<file path="src/rtl/regfile_dump_reader.sv">
// Debug read-out engine: stalls register-file writes, snapshots every register
// through the async read port, then streams the snapshot over valid/ready.
module regfile_dump_reader #(
    parameter int NREGS = 4,  // power of two, >= 2
    parameter int AW    = 2,  // log2(NREGS)
    parameter int DW    = 12
) (
    input  logic          clk,
    input  logic          reset,
    input  logic          start,
    input  logic          abort,
    output logic [AW-1:0] rf_addr,
    input  logic [DW-1:0] rf_data,
    output logic          halt_req,
    output logic          out_valid,
    input  logic          out_ready,
    output logic [DW-1:0] out_data,
    output logic [AW-1:0] out_addr,
    output logic          out_last,
    output logic          busy,
    output logic          done
);

    typedef enum logic [1:0] {IDLE, CAPTURE, SEND} state_t;

    state_t        state;
    logic [AW-1:0] idx;
    logic [DW-1:0] snap [NREGS];
    logic          last_idx;
    logic          capturing;
    logic          sending;

    assign last_idx  = (idx == AW'(NREGS - 1));
    assign capturing = (state == CAPTURE);
    assign sending   = (state == SEND);

    always_ff @(posedge clk or posedge reset) begin
        if (reset) begin
            state <= IDLE;
            idx   <= '0;
            done  <= 1'b0;
            for (int i = 0; i < NREGS; i++) snap[i] <= '0;
        end else begin
            done <= 1'b0;
            // abort outranks start and the handshake, and swallows a pending done
            if (abort) begin
                state <= IDLE;
                idx   <= '0;
            end else begin
                case (state)
                    IDLE: begin
                        if (start) begin
                            idx   <= '0;
                            state <= CAPTURE;
                        end
                    end
                    CAPTURE: begin
                        snap[idx] <= rf_data;
                        if (last_idx) begin
                            idx   <= '0;
                            state <= SEND;
                        end else begin
                            idx <= idx + 1'b1;
                        end
                    end
                    SEND: begin
                        if (out_ready) begin
                            if (last_idx) begin
                                idx   <= '0;
                                state <= IDLE;
                                done  <= 1'b1;
                            end else begin
                                idx <= idx + 1'b1;
                            end
                        end
                    end
                    default: begin
                        state <= IDLE;
                        idx   <= '0;
                    end
                endcase
            end
        end
    end

    // Outputs are pure decodes of registered state, zeroed outside their phase
    assign busy      = (state != IDLE);
    assign halt_req  = capturing;
    assign rf_addr   = capturing ? idx : '0;
    assign out_valid = sending;
    assign out_addr  = sending ? idx : '0;
    assign out_data  = sending ? snap[idx] : '0;
    assign out_last  = sending & last_idx;

endmodule

</file>
<file path="config.mk">
export PLATFORM = sky130hd
export DESIGN_NAME = regfile_dump_reader
export DESIGN_NICKNAME = d
export VERILOG_FILES = /design/src/rtl/regfile_dump_reader.sv
export SDC_FILE = /design/constraint.sdc
export NUM_CORES = 1
export LEC_CHECK = 0
export ABC_AREA = 1
export BUFFER_PORTS_ARGS = -buffer_cell sky130_fd_sc_hd__buf_2
export CORE_UTILIZATION = 40
export CTS_CLUSTER_DIAMETER = 200
export DETAILED_ROUTE_END_ITERATION = 8
export GPL_ROUTABILITY_DRIVEN = 0
export PLACE_DENSITY = 0.64
export SETUP_SLACK_MARGIN = 0.02
export SKIP_CTS_REPAIR_TIMING = 1
export SLEW_MARGIN = 20
export SYNTH_ARGS = -nofsm -noshare
export SYNTH_HDL_FRONTEND = slang
export SYNTH_SLANG_ARGS = --single-unit
</file>
<file path="constraint.sdc">
create_clock -name clk -period 2.2 [get_ports clk]
set_input_delay 0.44 -clock clk [delete_from_list [all_inputs] [get_ports clk]]
set_output_delay 0.44 -clock clk [all_outputs]
set_load 0.1 [all_outputs]
</file>
==> flow_summary.toml, run 1 <==
[cells_and_area]
final_cell_mix = "63 x nand2_1, 58 x o21ai_1, 53 x dfrtp_1"
diodes = 0
fin_nets = 383
post-route-util_pct = 53.1
layout_commonest_cell = "nand2_1"
syn2layout_area_growth_pct = 27.3
layout-drive-gt1-share_pct = 24.6
num-fill-cells = 625

[pwr]
p_seq_share_pct = 45.3
vdd_ir_drop_max_uv = 679
switching_share_pct = 39.8
power.switching_mw = 1.26
p_int_mw = 1.91
clockPowerShare_pct = 18.1
p_leak_nw = 1.60
power_frac_comb_pct = 36.6
power.density_mw_per_mm2 = 928

[sta]
fin_crit_sh_pct = 95.3
holdWs_ns = 0.163
max-slew-margin-rel_pct = 67.9
worstMarginPinSlew_ns = 0.485
grt_setup_unrepaired = "no"
finClkSkew_ns = 0.00813
maxSlewViolCount = 0
fmax_mhz = 477
hold_viol_final = 0
finalCriticalPeriod_ns = 2.10
setup_viol = 0

[setup_path]
path_common_cell = "inv_2"
crit_path_top_delay_cell = "dfrtp_1"
path_class = "reg2out"
timing.rr.end = "snap[29]$_DFFE_PP0P_"
worstPathRequired_ns = 1.76
cp-startpoint = "state[0]$_DFFE_PP0P_"
crit_fanout = 7
arrival_ns = 1.66
max_stage_delay_ns = 0.42
crit_buf_inv = 4
path_cells = "inv_2 -> ha_4 -> inv_2 -> buf_4 -> a21oi_4 -> buf_12"
start_kind = "flip-flop"
worstSetupPathDepth = 6
crit_end = "out_data[10]"
end_kind = "output port"
cp_top_family = "buffers and inverters"
rr_worst_depth = 7
rrSetupSlack_ns = 0.51
r2r_start = "state[1]$_DFFE_PP0P_"

[floorplanning]
ios = 38
initial_core_util_pct = 41.7
die_width_um = 83.8
row_count = 29
fp.dieH_um = 83.8
core_mm2 = 0.00642
die_area_mm2 = 0.00703

[synth]
synth_nets = 347
synth_seq_area_share_pct = 49.5
synth-xor-area-share_pct = 0
synthAdderAreaFrac_pct = 4.20
synth.area.top_cells = "dfrtp_1 50%, nand2_1 8.8%, o21ai_1 7.5%, nor2_1 7.1%, o21ai_0 4.9%"
synth_top_family_by_area = "simple AND/OR/NAND/NOR gates"
syn_avg_cell_area_um2 = 8.35
synth_top_area_share_pct = 49.5
synthSimpleGateAreaFrac_pct = 19.4
synthMuxAreaShare_pct = 0
synth_compound_area_share_pct = 17.5
synthesis.area_mm2 = 0.00268
synthDistinctLibCells = 20
yosysTopAreaCell = "dfrtp_1"
yosys_warnings = 0
synth_seq_cells = 53
synth_cells = 321

[clocking]
clk_pin_slew_ns = 0.10
clock_latency_ns = 0.31
clock-sinks = 53
cts_buffers = 5
clock_path_buffers = 2
cts_tree = "built"
cts_root_buf = "clkbuf_8"
htreeDepth = 2

[route]
antenna_left = 0
route.detailed.drc = 8
via_per_inst = 4.96
wl_per_cell_um = 13.7
num_vias = 2154
drt-initial-drc-count = 181
drtPass1Iterations = 7
wl_um = 5940

[global_route]
grt_max_degree = 54
grt_usage_pct = 18.7
antenna_found_initial = 0
grt.overflow.total = 0
grt_pass1_wl_um = 10400
grt_pass1_vias = 2101

[run_status]
violations = "design-rule violations"
status = "finished with violations"

[placed_design]
portBuffers = 37
place_hpwl_um = 3870

[worst_hold_path]
hold_path_class = "in2async"

[run]
max_cap_viol_count = 0
[cell usage after synthesis]
cell type / n
nand2_1: 63
dfrtp_1: 53
nor2_1: 51
o21ai_1: 40
inv_1: 29
o21ai_0: 26
a21oi_1: 12
ha_1: 9
o21ai_2: 9
buf_6: 8
buf_2: 4
nand2_4: 4
nand4_1: 3
buf_4: 2
clkbuf_2: 2
nand3_1: 2
clkbuf_1: 1
inv_2: 1
nor2_4: 1
nor4_1: 1
[power by group through the flow]
stage | clock network (mW) | logic, mW | registers (mW)
final | 0.573 | 1.16 | 1.43
after global routing | 0.632 | 1.32 | 1.48
after CTS | 0.589 | 1.14 | 1.42
after detailed placement | 0 | 1.14 | 1.44
after global placement | 0 | 1.11 | 1.43
after floorplan | 0 | 0.967 | 1.40
[area by class of cell]
type / count / area, µm² / share of cell area [%]
clock inverters: 1 / 7.51 / 0.220
flip-flops and latches: 53 / 1330 / 38.9
repair buffers: 46 / 519 / 15.2
inverters: 30 / 126 / 3.71
well taps: 77 / 96.3 / 2.83
clock buffers: 6 / 82.6 / 2.42
multi-input cells: 221 / 1250 / 36.7
[tightest hold or removal path: stages]
cell and delay (ns):
buf_2 0.10, inv_2 0.06, buf_12 0.26
[worst min path at each step]
stage                              start                   end  cells after the start
floorplan           snap[24]$_DFFE_PP0P_  snap[24]$_DFFE_PP0P_                      2
global placement    snap[29]$_DFFE_PP0P_  snap[29]$_DFFE_PP0P_                      2
detailed placement  snap[32]$_DFFE_PP0P_  snap[32]$_DFFE_PP0P_                      2
CTS                                reset  snap[27]$_DFFE_PP0P_                      3
global route                       reset   snap[0]$_DFFE_PP0P_                      3
finish                             reset  snap[28]$_DFFE_PP0P_                      3
[state kept, by name, summed over array words and instances, names as in the netlist]
name,cells
snap,48
done,1
state,2
idx,2
[per-layer routing]
layer  wire (µm)  part of all wire, %  GRT usage [%]  up-vias
met2        2770                   47           28.8       46
met1        2900                   49           27.3     1002
met4          59                 0.99           4.70        0
met3         211                  3.6           3.36        6
li1            -                    -              -     1100
met5           0                    0              0        -
[cell families after synthesis]
| family | after synthesis |
|---|---|
| buffers and inverters | 47 |
| adders and majority gates | 9 |
| DFF | 53 |
| and+or+nand+nor | 125 |
| AOI/OAI and AO/OA | 87 |
[per-stage QoR]
| step | TNS (ns) | instances | setup slack (ns) | area (µm²) | power, mW |
|---|---|---|---|---|---|
| after floorplan | -0.0260 | 321 | -0.00260 | 2860 | 2.37 |
| after global placement | 0 | 426 | 0.389 | 3290 | 2.53 |
| after detailed placement | 0 | 426 | 0.353 | 3290 | 2.58 |
| after CTS | 0 | 433 | 0.00162 | 3380 | 3.16 |
| after global routing | 0 | 434 | 0.00821 | 3410 | 3.43 |
| final | 0 | 434 | 0.104 | 3410 | 3.16 |
(Power assumes the default switching activity.)
==> inputs of run 2 (changes only) <==
- MAX_ROUTING_LAYER: unset -> met4
==> flow_summary.toml, run 2 (synthesized netlist as in run 1, its figures left out) <==
[route]
wl_um = 5880
antenna_left = 0
drt-initial-drc-count = 179
num_vias = 2158
drtPass1Iterations = 6
via_per_inst = 4.97
route.detailed.drc = 6
wl_per_cell_um = 13.6

[cells_and_area]
syn2layout_area_growth_pct = 27.3
largest_reg_flops = 48
layout-drive-gt1-share_pct = 24.6
final_cell_mix = "63 x nand2_1, 58 x o21ai_1, 53 x dfrtp_1"
diodes = 0
fin_nets = 383
top_regs = "snap x48, idx x2, state x2"
post-route-util_pct = 53.1
layout_commonest_cell = "nand2_1"
design_area_mm2 = 0.00341
num-fill-cells = 625
layout.cells.non_filler = 434
regMostFlops = "snap"

[run_status]
status = "finished with violations"
violations = "design-rule violations"

[setup_path]
max_stage_delay_ns = 0.42
crit_buf_inv = 4
crit_path_top_delay_cell = "dfrtp_1"
start_kind = "flip-flop"
cp-startpoint = "state[0]$_DFFE_PP0P_"
r2r_start = "state[1]$_DFFE_PP0P_"
arrival_ns = 1.65
path_common_cell = "inv_2"
worstPathRequired_ns = 1.76
path_class = "reg2out"
cp_top_family = "buffers and inverters"
crit_fanout = 7
end_kind = "output port"
path_cells = "inv_2 -> ha_4 -> inv_2 -> buf_4 -> a21oi_4 -> buf_12"

[sta]
setup_tns_ns = 0
finClkSkew_ns = 0.00782
setup_viol = 0
holdWs_ns = 0.165
grt_setup_unrepaired = "no"
max-slew-margin-rel_pct = 67.9
maxSlewViolCount = 0
fmax_mhz = 478
worstMarginPinSlew_ns = 0.485
hold_viol_final = 0
fin_ws_ns = 0.108
finalCriticalPeriod_ns = 2.09
fin_crit_sh_pct = 95.1

[clocking]
htreeDepth = 2
clk_pin_slew_ns = 0.10
cts_buffers = 5
cts_tree = "built"
clock-sinks = 53
clock_latency_ns = 0.30
cts_root_buf = "clkbuf_8"
clock_path_buffers = 2

[global_route]
busiest_layer = "met2"
antenna_found_initial = 0
grt_max_degree = 54
grt_usage_pct = 19.2
grt_util_met3_pct = 2.37
grt_use_met1_pct = 27.3
use_met2_pct = 28.8
grt_pass1_wl_um = 10400
grt_pass1_vias = 2100
grt.overflow.total = 0

[floorplanning]
ios = 38
die_width_um = 83.8
row_count = 29
die_area_mm2 = 0.00703
initial_core_util_pct = 41.7
core_mm2 = 0.00642
fp.dieH_um = 83.8

[placed_design]
dpl_cell_area_mm2 = 0.00329
pre_cts_ws_ns = 0.353
place_hpwl_um = 3870
portBuffers = 37
dp.cells = 426

[run]
max_cap_viol_count = 0

[pwr]
p_leak_nw = 1.60
power.density_mw_per_mm2 = 928
total_power_mw = 3.16
vdd_ir_drop_max_uv = 678

[worst_hold_path]
hold_path_class = "in2async"
run 2: cell counts in the layout (fill, tap and decap cells not counted):
No cell type changed its count.
run 2: cell type report:
class | instances | area, µm² | area share [%]
clock buffer | 6 | 82.6 | 2.42
multi-input combinational | 221 | 1250 | 36.7
inverter | 30 | 126 | 3.71
sequential | 53 | 1330 | 38.9
timing repair buffer | 46 | 519 | 15.2
clock inverter | 1 | 7.51 | 0.220
tap | 77 | 96.3 | 2.83
run 2: final timing paths:
kind	depth (start not counted)	end	slack [ns]
max reg2reg	7	snap[29]$_DFFE_PP0P_	0.52
max	6	out_data[10]	0.11
max in group asynchronous	3	snap[9]$_DFFE_PP0P_	1.79
min in group clk	3	done$_DFF_PP0_	0.39
min	3	snap[28]$_DFFE_PP0P_	0.16
min reg2reg	2	snap[32]$_DFFE_PP0P_	0.49
run 2: worst min-delay path, cell delays in order:
cell and delay, ns:
buf_2 0.10, inv_2 0.06, buf_12 0.26
run 2: report_power, final:
| part | internal (mW) | switching, mW |
|---|---|---|
| registers | 1.27 | 0.165 |
| clock network | 0.250 | 0.320 |
| logic | 0.386 | 0.772 |
| total | 1.91 | 1.26 |
run 2: layer usage:
layer	vias to the layer above	part of all wire, %
li1	1098	-
met1	1012	50
met2	42	46
met3	6	2.9
met4	0	1.2
met5	-	0
==> inputs of run 3 (changes only) <==
- CELL_PAD_IN_SITES_DETAIL_PLACEMENT: unset -> 1
- CELL_PAD_IN_SITES_GLOBAL_PLACEMENT: unset -> 1
- PLACE_DENSITY: 0.64 -> 0.8
==> flow_summary.toml, run 3 (synthesized netlist as in run 1, its figures left out) <==
[run_status]
status = "complete, no violations"

[floorplanning]
die_area_mm2 = 0.00703
initial_core_util_pct = 41.7
ios = 38
fp.dieH_um = 83.8
core_mm2 = 0.00642
row_count = 29
die_width_um = 83.8

[cells_and_area]
multi_input_area_mm2 = 0.00125
final_cell_mix = "63 x nand2_1, 63 x o21ai_1, 52 x dfrtp_1"
regMostFlops = "snap"
top_regs = "snap x48, idx x2, state x2"
largest_reg_flops = 48
syn2layout_area_growth_pct = 26.3
register_area_mm2 = 0.00133
diodes = 0
layout.cells.non_filler = 433
num-fill-cells = 759
fin_nets = 381
layout-drive-gt1-share_pct = 24.4

[placed_design]
portBuffers = 37
pre_cts_ws_ns = 0.331
dp.cells = 424
place_hpwl_um = 4520

[setup_path]
arrival_ns = 1.67
start_kind = "flip-flop"
path_class = "reg2out"
crit_fanout = 9
worstPathRequired_ns = 1.76
end_kind = "output port"
rr_worst_depth = 7

[sta]
holdWs_ns = 0.303
hold_viol_final = 0
max-slew-margin-rel_pct = 54.0
setup_viol = 0
finClkSkew_ns = 0.00626
setup_tns_ns = 0
worstMarginPinSlew_ns = 0.690
grt_setup_unrepaired = "no"
fin_crit_sh_pct = 95.8
maxSlewViolCount = 0
fin_ws_ns = 0.0922
finalCriticalPeriod_ns = 2.11
fmax_mhz = 474

[pwr]
vdd_ir_drop_max_uv = 452
power.density_mw_per_mm2 = 946
p_leak_nw = 1.58

[clocking]
cts_tree = "built"
clock-sinks = 53
cts_buffers = 5
cts_root_buf = "clkbuf_8"
clk_pin_slew_ns = 0.09
htreeDepth = 2
clock_latency_ns = 0.31
clock_path_buffers = 2

[route]
antenna_left = 0
wl_um = 6700
drt-initial-drc-count = 119
via_per_inst = 5.19
wl_per_cell_um = 15.5
route.detailed.drc = 0
num_vias = 2249
drtPass1Iterations = 4

[global_route]
grt_pass1_wl_um = 11500
grt_max_degree = 54
grt_usage_pct = 21.3
grt_pass1_vias = 2372
grt.overflow.total = 0
antenna_found_initial = 0

[run]
max_cap_viol_count = 0

[worst_hold_path]
hold_path_class = "in2async"
==> run 3: cell types whose count changed in the layout (fill, tap and decap cells not counted), sizes merged <==
cell,change
clkinv,+1
buf,-2
inv,+1
clkinvlp,-1
==> run 3: worst paths after layout <==
path | startpoint | slack (ns) | end
max | state[0]$_DFFE_PP0P_ | 0.09 | out_data[1]
min | reset | 0.30 | snap[4]$_DFFE_PP0P_
max reg2reg | state[1]$_DFFE_PP0P_ | 0.47 | snap[26]$_DFFE_PP0P_
max in group asynchronous | reset | 1.41 | idx[0]$_DFFE_PP0P_
min reg2reg | snap[18]$_DFFE_PP0P_ | 0.49 | snap[18]$_DFFE_PP0P_
min in group clk | out_ready | 0.38 | done$_DFF_PP0_
==> run 3: through the flow <==
stage	total power [mW]	cell area, µm²	utilization, %
6_report	3.20	3380	52.7
3_3_place_gp	2.53	3260	50.8
3_5_place_dp	2.62	3260	50.8
2_1_floorplan	2.37	2860	-
5_1_grt	3.44	3380	52.7
4_1_cts	3.18	3350	52.1
==> run 3: layout make-up <==
type	count	share of cell area [%]
Clock buffer	6	2.14
Timing Repair Buffer	44	14.6
Multi-Input combinational cell	221	37.0
Clock inverter	2	0.407
Tap cell	77	2.85
Inverter	30	3.74
Sequential cell	53	39.2
==> run 3: power breakdown <==
group	total, mW	leakage, nW	internal [mW]	switching, mW
logic	1.19	0.835	0.384	0.808
clock network	0.555	0.0456	0.228	0.328
registers	1.45	0.702	1.27	0.181
total	3.20	1.58	1.88	1.32
==> run 3: routing by layer <==
layer / global-route usage [%] / wire length [µm]
met1: 26.3 / 3100
met5: - / 0
met4: 6.11 / 65
met2: 36.6 / 3400
met3: 2.87 / 134
==> run 3: worst max-delay path, stage by stage (launching register included) <==
cell and delay [ns]:
dfrtp_1 0.42, inv_2 0.10, ha_4 0.17, inv_2 0.12, buf_12 0.19, a21oi_4 0.16, buf_12 0.19
